===== config.mk =====
export PLATFORM = sky130hd
export DESIGN_NAME = stream_unstacker
export DESIGN_NICKNAME = d
export VERILOG_FILES = /design/src/rtl/stream_unstacker_pkg.sv /design/src/rtl/stream_unstacker.sv
export SDC_FILE = /design/constraint.sdc
export NUM_CORES = 1
export LEC_CHECK = 0
export ABC_AREA = 0
export ABC_CLOCK_PERIOD_IN_PS = 4000
export BUFFER_PORTS_ARGS = -buffer_cell sky130_fd_sc_hd__buf_2
export CORE_MARGIN = 4
export CORE_UTILIZATION = 60
export CTS_CLUSTER_DIAMETER = 30
export DETAILED_ROUTE_END_ITERATION = 12
export GPL_ROUTABILITY_DRIVEN = 0
export PLACE_DENSITY_LB_ADDON = 0.2
export SLEW_MARGIN = 25
export SYNTH_ARGS = -nofsm -noshare
export SYNTH_HDL_FRONTEND = slang
export SYNTH_SLANG_ARGS = --single-unit

===== constraint.sdc =====
create_clock -name clk_i -period 4 [get_ports clk_i]
set_input_delay 0.6 -clock clk_i [delete_from_list [all_inputs] [get_ports clk_i]]
set_output_delay 0.6 -clock clk_i [all_outputs]
set_load 0.02 [all_outputs]

===== src/rtl/stream_unstacker_pkg.sv =====
// Shared types and default widths for the stream unstacker
// (wide word -> sequence of narrow slices).
package stream_unstacker_pkg;

    localparam int DEF_IN_WIDTH  = 128;
    localparam int DEF_OUT_WIDTH = 32;

    typedef enum logic {
        ORDER_MSB_FIRST = 1'b0,
        ORDER_LSB_FIRST = 1'b1
    } order_e;

endpackage


===== src/rtl/stream_unstacker.sv =====
// Splits each accepted IN_WIDTH word into IN_WIDTH/OUT_WIDTH slices, MSB- or LSB-first.
// Optional last_o output is enabled by defining STREAM_UNSTACKER_LAST_EN.
module stream_unstacker
    import stream_unstacker_pkg::*;
#(
    parameter int IN_WIDTH  = DEF_IN_WIDTH,
    parameter int OUT_WIDTH = DEF_OUT_WIDTH
) (
    input  logic                 clk_i,
    input  logic                 rst_ni,
    input  logic                 clr_i,
    input  logic                 enable_i,
    input  logic                 valid_i,
    output logic                 ready_o,
    input  logic [IN_WIDTH-1:0]  word_i,
    input  logic                 order_i,
`ifdef STREAM_UNSTACKER_LAST_EN
    output logic                 last_o,
`endif
    output logic                 valid_o,
    input  logic                 ready_i,
    output logic [OUT_WIDTH-1:0] word_o
);

    localparam int RATIO = IN_WIDTH / OUT_WIDTH;
    localparam int CNT_W = (RATIO > 1) ? $clog2(RATIO) : 1;
    localparam logic [CNT_W-1:0] LAST_CNT = CNT_W'(RATIO - 1);

    if ((IN_WIDTH < OUT_WIDTH) || ((IN_WIDTH % OUT_WIDTH) != 0)) begin : g_bad_widths
        $error("stream_unstacker: IN_WIDTH must be a non-zero multiple of OUT_WIDTH");
    end

    logic [IN_WIDTH-1:0]  r_data;
    logic                 r_filled;
    logic [CNT_W-1:0]     r_cnt;
    order_e               r_order;

    logic                 w_last;
    logic                 w_load;
    logic                 w_emit;
    logic [CNT_W-1:0]     w_k;
    logic [OUT_WIDTH-1:0] w_slice;

    assign w_last  = (r_cnt == LAST_CNT);
    // Gated by rst_ni so ready_o cannot advertise space while reset is held.
    assign valid_o = rst_ni & enable_i & r_filled;
    assign ready_o = rst_ni & enable_i & (~r_filled | (ready_i & w_last));
    assign w_load  = valid_i & ready_o;
    assign w_emit  = valid_o & ready_i;

`ifdef STREAM_UNSTACKER_LAST_EN
    assign last_o = valid_o & w_last;
`endif

    assign w_k = (r_order == ORDER_LSB_FIRST) ? r_cnt : (LAST_CNT - r_cnt);

    always_comb begin
        w_slice = '0;
        for (int i = 0; i < RATIO; i++) begin
            if (CNT_W'(i) == w_k) begin
                w_slice = r_data[i*OUT_WIDTH +: OUT_WIDTH];
            end
        end
    end

    assign word_o = r_filled ? w_slice : '0;

    // A load in the last-slice cycle overrides the drain, keeping the stream bubble-free.
    always_ff @(posedge clk_i or negedge rst_ni) begin
        if (!rst_ni) begin
            r_data   <= '0;
            r_filled <= 1'b0;
            r_cnt    <= '0;
            r_order  <= ORDER_MSB_FIRST;
        end else if (clr_i) begin
            r_data   <= '0;
            r_filled <= 1'b0;
            r_cnt    <= '0;
            r_order  <= ORDER_MSB_FIRST;
        end else if (enable_i) begin
            if (w_load) begin
                r_data   <= word_i;
                r_order  <= order_e'(order_i);
                r_cnt    <= '0;
                r_filled <= 1'b1;
            end else if (w_emit) begin
                if (w_last) begin
                    r_filled <= 1'b0;
                    r_cnt    <= '0;
                end else begin
                    r_cnt <= r_cnt + 1'b1;
                end
            end
        end
    end

endmodule


==> summary.md, run 1 <==
| Metric | Value |
|---|---|
| Outcome | `complete, no violations` |
| # DRC | `0` |
| Post-CTS setup buffer count | `0` |
| Post-Synthesis Cell Area | `7720 µm²` |
| Die Ht | `121 µm` |
| CP endpoint kind | `primary output` |
| CP Max Fanout | `52` |
| First-pass GRT wire length | `~33 mm` |
| VDD IR max | `0.297 mV` |
| CP Data Arrival Time | `2.66 ns` |
| Clock Tree Root | `clkbuf_16` |
| Setup TNS | `0 ns` |
| Starting Density | `roughly three fifths` |
| Gates resized, CTS repair | `0` |
| DRT Pass-1 Iters | `5` |
| Worst setup startpoint | `r_cnt[0]` |
| Final Net Count | `1165` |
| # rows | `41` |
| Post-synthesis cell type count | `29` |
| Met3 GRT Util | `5.55%` |
| Clock Sinks | `132` |
| Min setup slack post-route | `0.743 ns` |
| Final ANT Viol Nets | `0` |
| Worst Path Required | `3.40 ns` |
| Most frequent cells in the layout | `nand2_1 (282), buf_2 (166), dfrtp_1 (129), a21oi_1 (123), mux2i_1 (95)` |
| Final setup vio count | `0` |
| Power Dens Cells | `369 nW/µm²` |
| Total Routing Usage GR | `27.7%` |
| H-tree Lvls | `4` |
| Mapped Nets | `1048` |
| Max Cap Violations | `0` |
| R2R Setup Slk | `1.08 ns` |
| Routed WL | `20.3 mm` |
| Total chip power | `3.34 mW` |
| Hold Fails Final Rpt | `0` |
| Ys Warns | `0` |
| RSZ-0062 raised after global routing | `false` |
| Slew HR | `a little over a third` |
| Longest Clk Path Bufs | `2` |
| Critical Path Start Type | `flip-flop` |
| Cts bufs inserted | `17` |
| Synth async-reset ratio | `100%` |
| Final Skew | `0.00595 ns` |
| Per-cell routed wire length | `16.7 µm` |
| Worst Hold Class | `input port to asynchronous set/reset pin` |
| Post-DP HPWL | `around 12 mm` |
| Io pins | `169` |
| M2 GR Usage | `44.4%` |
| Hold bufs inserted after CTS | `0` |
| Routed vias | `7127` |
| Core footprint | `around 13000 µm²` |
| Minimum clock period | `about 3.3 ns` |
| Slew @ Worst Pin | `0.959 ns` |
| Clock tree from TritonCTS | `yes` |
| Post-synth EDFFs | `0` |
| Comb pwr share | `9.3%` |
| Switching fraction of total power | `23.9%` |
| Final period util | `81.4%` |
| Launch point of the worst reg-to-reg path | `r_cnt[0]` |
| Worst-skew pair later-pin latency | `0.42 ns` |
| Die X | `121 µm` |
| Place WS | `1.15 ns` |
| Clock transition at path regs | `0.06 ns` |
| DRT iter0 DRCs | `629` |
| M1 GR Usage | `37.4%` |
| Most common cell after layout, fill and taps aside | `nand2_1` |
| Diodes inserted | `0` |
| Share of layout cells above drive strength 1 | `a little under a quarter` |
| Avg Synthesized Cell Area | `roughly 8.5 µm²` |
| Vias in the first global route | `6686` |
| Area growth syn-to-layout | `17.4%` |
| Sequential power share | `a little over two fifths` |
| Int Power | `2.54 mW` |
| Post-Synthesis Cells | `912` |
| Ys flop type | `dfrtp_1` |
| Grt ovf | `0` |
| Static Leak | `roughly 4 nW` |
| Final Max Tran Viols | `0` |
| Post-synthesis sequential area ratio | `42.8%` |
| Psw | `0.799 mW` |
| Input/output buffers | `approximately 170` |
| Busiest grt layer | `met2` |
| Initial antenna violation count | `1` |
| Setup CP Type | `flip-flop to primary output` |
| Die area | `14800 µm²` |
| Clock Power Share | `48.3%` |
| Via density | `5.87` |
| FMAX | `around 0.31 GHz` |
| Post-synthesis register bit count | `132` |
| Largest net degree at the start of global routing | `85` |
==> cell families after synthesis <==
| family | count (synthesis) | synth area share (%) |
|---|---|---|
| adder cells (fa/ha/maj) | 1 | 0.162 |
| buffers and inverters | 84 | 6.27 |
| AND/OR/NAND/NOR | 370 | 20.8 |
| multiplexers | 96 | 12.5 |
| AO/OA/AOI/OAI | 229 | 17.6 |
| flip-flops | 132 | 42.8 |
==> worst max-delay path: stages, from the launching register on <==
cell and delay (ns):
dfrtp_4 0.81, buf_4 0.63, o21ai_0 0.26, o22ai_1 0.17, and3_1 0.18, buf_2 0.16
==> area by class of cell <==
class | instances | area (µm²)
fill | 1018 | 3550
sequential | 132 | 3310
multi-input combinational | 696 | 3950
clock buffer | 22 | 484
clock inverter | 10 | 128
tap | 172 | 215
timing repair buffer | 182 | 980
==> cells in the mapped netlist, drive strengths merged, types with 4 or more instances <==
| cell type | number | area [µm²] |
|---|---|---|
| nand2 | 292 | 1120 |
| a21oi | 133 | 703 |
| dfrtp | 132 | 3300 |
| mux2i | 95 | 951 |
| buf | 50 | 357 |
| clkbuf | 34 | 128 |
| and3 | 32 | 200 |
| o22ai | 32 | 200 |
| and2 | 31 | 194 |
| o21ai | 31 | 155 |
| o2bb2ai | 31 | 272 |
| nor3 | 4 | 20.0 |
==> routing by layer <==
metal	share of wire, %	up-vias
li1	-	3354
met1	42	3470
met2	49	256
met3	6.7	45
met4	2.2	2
met5	0.064	-
==> stage by stage <==
stage               hold slack [ns]  instance area [µm²]  std cells  utilization (%)
floorplan                     0.304                 7720        912                -
global placement              0.497                 8450       1182             67.0
detailed placement            0.497                 8450       1182             67.0
CTS                          0.0522                 9060       1214             71.8
global route                 0.0623                 9060       1214             71.8
finish                       0.0477                 9060       1214             71.8
==> final timing paths <==
kind                               to  cells past startpoint
hold / removal             r_data[66]                      1
max in group asynchronous    r_cnt[0]                      3
hold reg to reg            r_data[19]                      2
min in group clk_i         r_data[88]                      3
setup / recovery           word_o[15]                      5
setup reg to reg           r_data[49]                      6
==> power by group through the flow <==
stage	Sequential [mW]	Combinational (mW)	Clock, mW
2_1_floorplan	1.43	0.183	0
3_3_place_gp	1.44	0.306	0
3_5_place_dp	1.44	0.311	0
4_1_cts	1.41	0.314	1.62
5_1_grt	1.42	0.348	1.69
6_report	1.42	0.312	1.62
==> registers in the layout, summed over array words and instances (netlist names) <==
register  cells
r_order       1
r_cnt         2
r_filled      1
r_data      128
(Power assumes the default switching activity.)
==> run 2: changes to the inputs <==
--- a/config.mk
+++ b/config.mk
@@ -6,10 +6,10 @@
 export NUM_CORES = 1
 export LEC_CHECK = 0
 export ABC_AREA = 0
-export ABC_CLOCK_PERIOD_IN_PS = 4000
+export ABC_CLOCK_PERIOD_IN_PS = 2700
 export BUFFER_PORTS_ARGS = -buffer_cell sky130_fd_sc_hd__buf_2
 export CORE_MARGIN = 4
-export CORE_UTILIZATION = 60
+export CORE_UTILIZATION = 50
 export CTS_CLUSTER_DIAMETER = 30
 export DETAILED_ROUTE_END_ITERATION = 12
 export GPL_ROUTABILITY_DRIVEN = 0
==> constraint.sdc (replaced) <==
create_clock -name clk_i -period 2.7 [get_ports clk_i]
set_input_delay 0.405 -clock clk_i [delete_from_list [all_inputs] [get_ports clk_i]]
set_output_delay 0.405 -clock clk_i [all_outputs]
set_load 0.02 [all_outputs]
==> run 2 against run 1 <==
  * Sequential share of layout area decreased by 0.63 points
  * Worst setup slack worse by 0.61 ns
  * Critical path depth unchanged
  * Clock skew about the same
  * Count of clock-buffer cells in the layout shrank 1
  * First-iteration DRC count shrank 36%
  * Clock power increased by 49%
  * Core utilization shrank 11 points
  * Sequential power rose by 47%
  * Critical path type unchanged
  * Critical endpoint is now word_o[11]
==> summary.md, run 2 (synthesized netlist as in run 1, its figures left out) <==
| Metric | Value |
|---|---|
| Max Cap Violations | `0` |
| Via density | `5.52` |
| Hold Fails Final Rpt | `0` |
| Filler Cell Count | `1360` |
| DRT iter0 DRCs | `a little over 400` |
| Die Ht | `around 130 µm` |
| Diodes inserted | `0` |
| Input/output buffers | `between 150 and 200` |
| Worst Path Required | `2.30 ns` |
| Setup TNS | `0 ns` |
| CP endpoint kind | `primary output` |
| Critical path's largest stage delay | `0.65 ns` |
| Largest net degree at the start of global routing | `101` |
| M1 GR Usage | `a little under a third` |
| First-pass GRT wire length | `approximately 33 mm` |
| Largest register FFs | `128` |
| CP Data Arrival Time | `2.16 ns` |
| Routed WL | `20.2 mm` |
| Most frequent cells in the layout | `nand2_1 (282), buf_2 (166), dfrtp_1 (129), a21oi_1 (123), mux2i_1 (95)` |
| Io pins | `approximately 170` |
| Static Leak | `4.08 nW` |
| Final Max Tran Viols | `0` |
| Most common cell after layout, fill and taps aside | `nand2_1` |
| Share of layout cells above drive strength 1 | `23.7%` |
| Setup CP Type | `flip-flop to primary output` |
| Busiest grt layer | `met2` |
| Die X | `132 µm` |
| Critical Path Start Type | `flip-flop` |
| Final Skew | `0.00559 ns` |
| Area growth syn-to-layout | `19.4%` |
| Final setup vio count | `0` |
| Family with the most delay on the worst path | `flip-flops` |
| Core footprint | `15100 µm²` |
| Total chip power | `slightly below 5 mW` |
| Clock tree from TritonCTS | `yes` |
| RSZ-0062 raised after global routing | `false` |
| Outcome | `complete, no violations` |
| Total Routing Usage GR | `between 20% and 30%` |
| FMAX | `a little under 0.4 GHz` |
| Slew @ Worst Pin | `slightly above 0.7 ns` |
| Biggest register | `r_data` |
| Die area | `17500 µm²` |
| Regs by FF count | `r_data (128), r_cnt (2)` |
| Worst-skew pair later-pin latency | `0.42 ns` |
| Clock Tree Root | `clkbuf_16` |
| Per-cell routed wire length | `16.3 µm` |
| H-tree Lvls | `4` |
| Cells along the critical path | `buf_4 > o21ai_0 > o22ai_1 > and3_1 > buf_2` |
| Cts bufs inserted | `17` |
| Initial antenna violation count | `0` |
| # rows | `between 40 and 50` |
| Hold Slack | `between 0.2 and 0.25 ns` |
| Final period util | `95.0%` |
| CP max stage cell | `dfrtp_4` |
| Post-DP HPWL | `12.9 mm` |
| Worst Hold Class | `input port to flip-flop` |
| Starting Density | `51.0%` |
| Minimum clock period | `2.57 ns` |
| M2 GR Usage | `a little under two fifths` |
| CP bufs+invs | `2` |
| Clock Sinks | `between 100 and 150` |
| Routed vias | `6847` |
| VDD IR max | `about 0.44 mV` |
| Clock transition at path regs | `0.06 ns` |
| Final ANT Viol Nets | `0` |
| Vias in the first global route | `6529` |
| DRT Pass-1 Iters | `4` |
| Met3 GRT Util | `5.57%` |
| Power Dens Cells | `539 nW/µm²` |
| R2R Setup Slk | `0.51 ns` |
| # DRC | `0` |
| Grt ovf | `0` |
| Longest Clk Path Bufs | `2` |
| CP Max Fanout | `31` |
| Slew HR | `52.0%` |
| Final Net Count | `1176` |
run 2: cell count changes in the layout (fill, tap and decap cells not counted), sizes merged:
cell,before,now
buf,182,192
clkinv,6,5
bufinv,3,4
clkbuf,22,21
dlygate4sd3,0,1
run 2: area by class of cell:
class	count	area (µm²)	area share [%]
Clock buffer	21	450	4.88
Multi-Input combinational cell	696	3950	42.8
Timing Repair Buffer	193	1120	12.1
Tap cell	188	235	2.55
Clock inverter	10	156	1.70
Sequential cell	132	3310	35.9
run 2: routing by layer:
layer / vias to the layer above / wire length [µm]
met4: 0 / 266
met3: 22 / 977
li1: 3378 / -
met5: - / 0
met2: 165 / 9720
met1: 3282 / 9260
run 2: through the flow:
step / utilization [%] / cells / cell area (µm²) / setup WS (ns)
global route: 60.9 / 1240 / 9220 / 0.00306
finish: 60.9 / 1240 / 9220 / 0.135
CTS: 60.7 / 1238 / 9200 / 0.0162
detailed placement: 56.7 / 1206 / 8580 / 0.485
floorplan: - / 912 / 7720 / 0.742
global placement: 56.7 / 1206 / 8580 / 0.541
run 2: worst reg2reg max path, stage by stage, from the launching register on:
cell and delay [ns]:
dfrtp_4 0.52, buf_4 0.23, ha_1 0.26, a21boi_4 0.20, or2_4 0.17, buf_12 0.38, nand2_1 0.18, a21oi_1 0.17
run 2: where the power goes:
part           leakage [nW]  switching [mW]  internal (mW)
Sequential             1.81          0.0526           2.04
Combinational          1.97           0.274          0.195
Clock                 0.297           0.849           1.56
run 2: final timing paths:
| kind | start | endpoint | depth (start not counted) |
|---|---|---|---|
| worst max register to register | r_cnt[1] | r_data[119] | 7 |
| worst max-delay path | r_cnt[0] | word_o[11] | 5 |
| worst min-delay path | word_i[97] | r_data[97] | 3 |
| min in group asynchronous | rst_ni | r_data[81] | 2 |
| max in group asynchronous | rst_ni | r_data[3] | 4 |
| worst min register to register | r_data[11] | r_data[11] | 2 |
run 2: timing repair:
item	4_1_cts	5_1_grt
endpoints found under the setup margin	0	26
resized for setup	0	2
endpoints found under the hold margin	13	0
hold buffers	1	0
buffers inserted	0	2
==> run 3: changes to the inputs <==
--- a/config.mk
+++ b/config.mk
@@ -8,12 +8,11 @@
 export ABC_AREA = 0
 export ABC_CLOCK_PERIOD_IN_PS = 2700
 export BUFFER_PORTS_ARGS = -buffer_cell sky130_fd_sc_hd__buf_2
-export CORE_MARGIN = 4
 export CORE_UTILIZATION = 50
 export CTS_CLUSTER_DIAMETER = 30
 export DETAILED_ROUTE_END_ITERATION = 12
 export GPL_ROUTABILITY_DRIVEN = 0
-export PLACE_DENSITY_LB_ADDON = 0.2
+export PLACE_DENSITY = 0.8
 export SLEW_MARGIN = 25
 export SYNTH_ARGS = -nofsm -noshare
 export SYNTH_HDL_FRONTEND = slang
==> run 3 against run 2 <==
  * Core utilization increased by 0.36 points
  * Cell count increased by 0.48%
  * Die area decreased by 8.9%
  * Worst setup slack got worse by 0.033 ns
  * Clock power decreased by 4%
  * Routed wire length decreased by 1.9%
  * Maximum frequency decreased by 1.3%
  * Non-clock buffer count increased by 5
==> summary.md, run 3 (synthesized netlist as in run 1, its figures left out) <==
| Metric | Value |
|---|---|
| Hold Crit Start | `word_i[92]` |
| Slew @ Worst Pin | `0.661 ns` |
| Sequential power share | `42.8%` |
| Critical Path Start Type | `flip-flop` |
| Hold Fails Final Rpt | `0` |
| Final Non-Filler Cells | `1246` |
| Slew HR | `a little under three fifths` |
| Final setup vio count | `0` |
| Final Max Tran Viols | `0` |
| Psw | `between 1 and 1.5 mW` |
| Vias in the first global route | `just under 7k` |
| Hold path endpoint | `r_data[92]` |
| Int Power | `3.67 mW` |
| CP Max Fanout | `17` |
| Regs by FF count | `r_data (128), r_cnt (2)` |
| Cts bufs inserted | `17` |
| Via density | `about 5.7` |
| Worst Path Required | `2.30 ns` |
| Clock tree from TritonCTS | `yes` |
| Worst-skew pair later-pin latency | `between 0.4 and 0.5 ns` |
| Worst Hold Class | `input port to flip-flop` |
| Routed vias | `7061` |
| Biggest register | `r_data` |
| Clock Power Share | `47.5%` |
| Post-DP HPWL | `12.7 mm` |
| Longest Clk Path Bufs | `2` |
| Setup CP Type | `flip-flop to primary output` |
| # DRC | `0` |
| Starting Density | `between 50% and 60%` |
| Initial antenna violation count | `0` |
| Hold depth | `3` |
| Place WS | `0.489 ns` |
| Routed WL | `between 15 and 20 mm` |
| Power Dens Cells | `527 nW/µm²` |
| R2R Setup Slk | `0.57 ns` |
| Final ANT Viol Nets | `0` |
| Diodes inserted | `0` |
| Min setup slack post-route | `around 0.10 ns` |
| CP bufs+invs | `2` |
| Setup TNS | `0 ns` |
| Max Cap Violations | `0` |
| CP endpoint kind | `primary output` |
| Input/output buffers | `168` |
| VDD IR max | `about 0.46 mV` |
| Worst setup startpoint | `r_cnt[1]` |
| R2R depth | `6` |
| Area growth syn-to-layout | `20.1%` |
| Launch point of the worst reg-to-reg path | `r_cnt[1]` |
| Clock transition at path regs | `around 0.060 ns` |
| DRT Pass-1 Iters | `5` |
| Final Skew | `0.00837 ns` |
| Total chip power | `4.89 mW` |
| First-pass GRT wire length | `33.1 mm` |
| Io pins | `169` |
| Switching fraction of total power | `25.0%` |
| Grt ovf | `0` |
| FMAX | `0.385 GHz` |
| Comb pwr share | `9.7%` |
| H-tree Lvls | `4` |
| Share of layout cells above drive strength 1 | `24.4%` |
| RSZ-0062 raised after global routing | `false` |
| Largest register FFs | `128` |
| Reg-to-reg endpoint | `r_data[3]` |
| CP Data Arrival Time | `2.19 ns` |
| Final period util | `between 90 and 100%` |
| Per-cell routed wire length | `15.9 µm` |
| Largest net degree at the start of global routing | `120` |
| Core Util, Final | `between 60% and 70%` |
| Final Net Count | `1181` |
| Die Ht | `around 130 µm` |
| Most frequent cells in the layout | `nand2_1 (282), buf_2 (166), dfrtp_1 (129), a21oi_1 (123), mux2i_1 (95)` |
| CP max stage cell | `dfrtp_4` |
| Placed Instances | `1205` |
| Filler Cell Count | `1262` |
| Most common cell after layout, fill and taps aside | `nand2_1` |
| Cells along the critical path | `buf_4 > mux2i_1 > o2bb2ai_1 > o22ai_1 > and3_1 > buf_2` |
| Total Routing Usage GR | `approximately a quarter` |
| Die X | `about 130 µm` |
| Minimum clock period | `2.60 ns` |
| Die area | `15900 µm²` |
| Clock Sinks | `132` |
| DRT iter0 DRCs | `about 630` |
| Core footprint | `around 15000 µm²` |
| Critical path's largest stage delay | `roughly 0.57 ns` |
| Gates resized, CTS repair | `0` |
| Outcome | `complete, no violations` |
| # rows | `45` |
| Clock Tree Root | `clkbuf_16` |
| Family with the most delay on the worst path | `flip-flops` |
| Static Leak | `4.10 nW` |
[run 3: cell count changes in the layout (fill, tap and decap cells not counted), moves of 2 or more]
cell | before | now
buf_12 | 6 | 9
buf_4 | 18 | 21
bufinv_16 | 4 | 2
clkbuf_1 | 3 | 0
clkbuf_8 | 1 | 3
clkinvlp_4 | 1 | 4
inv_6 | 0 | 2
[run 3: per-layer routing]
metal	GRT usage, %	up-vias	wire length, µm
li1	-	3398	-
met1	34.2	3389	8790
met2	42.9	239	9590
met3	5.44	35	1100
met4	9.92	0	362
met5	0	-	0
[run 3: timing repair]
| action | 4_1_cts | 5_1_grt |
|---|---|---|
| setup buffers | 0 | 8 |
| endpoints found under the setup margin | 0 | 12 |
| hold buffers | 1 | 0 |
| hold endpoints to repair | 13 | 0 |
[run 3: layout make-up]
cell class,instances,area [µm²],area share [%]
sequential,132,3310,35.7
clock buffer,20,467,5.03
tap,188,235,2.54
timing repair buffer,198,1190,12.8
clock inverter,12,128,1.38
multi-input combinational,696,3950,42.5
[run 3: worst max-delay path by stage]
stage | end | slack [ns] | depth (start not counted)
after global routing | word_o[16] | 0.03 | 6
after global placement | word_o[31] | 0.56 | 6
final | word_o[16] | 0.10 | 6
after floorplan | word_o[30] | 0.74 | 6
after CTS | word_o[1] | 0.03 | 6
after detailed placement | word_o[1] | 0.49 | 6
[run 3: worst reg2reg max path, cell delays in order (launching register included)]
cell      delay, ns
dfrtp_4        0.59
ha_1           0.30
a21boi_4       0.20
or2_4          0.40
buf_4          0.33
nand2_1        0.08
a21oi_1        0.15
[run 3: power groups by stage]
stage          Combinational (mW)  Clock [mW]  Sequential, mW
6_report                    0.474        2.32            2.10
5_1_grt                     0.535        2.43            2.10
4_1_cts                     0.479        2.35            2.09
3_5_place_dp                0.474           0            2.13
3_3_place_gp                0.463           0            2.13
2_1_floorplan               0.272           0            2.11
[run 3: through the flow]
step,hold WS [ns],area [µm²]
3_3_place_gp,0.249,8610
4_1_cts,0.195,9220
2_1_floorplan,0.109,7720
3_5_place_dp,0.251,8610
6_report,0.201,9280
5_1_grt,0.212,9280
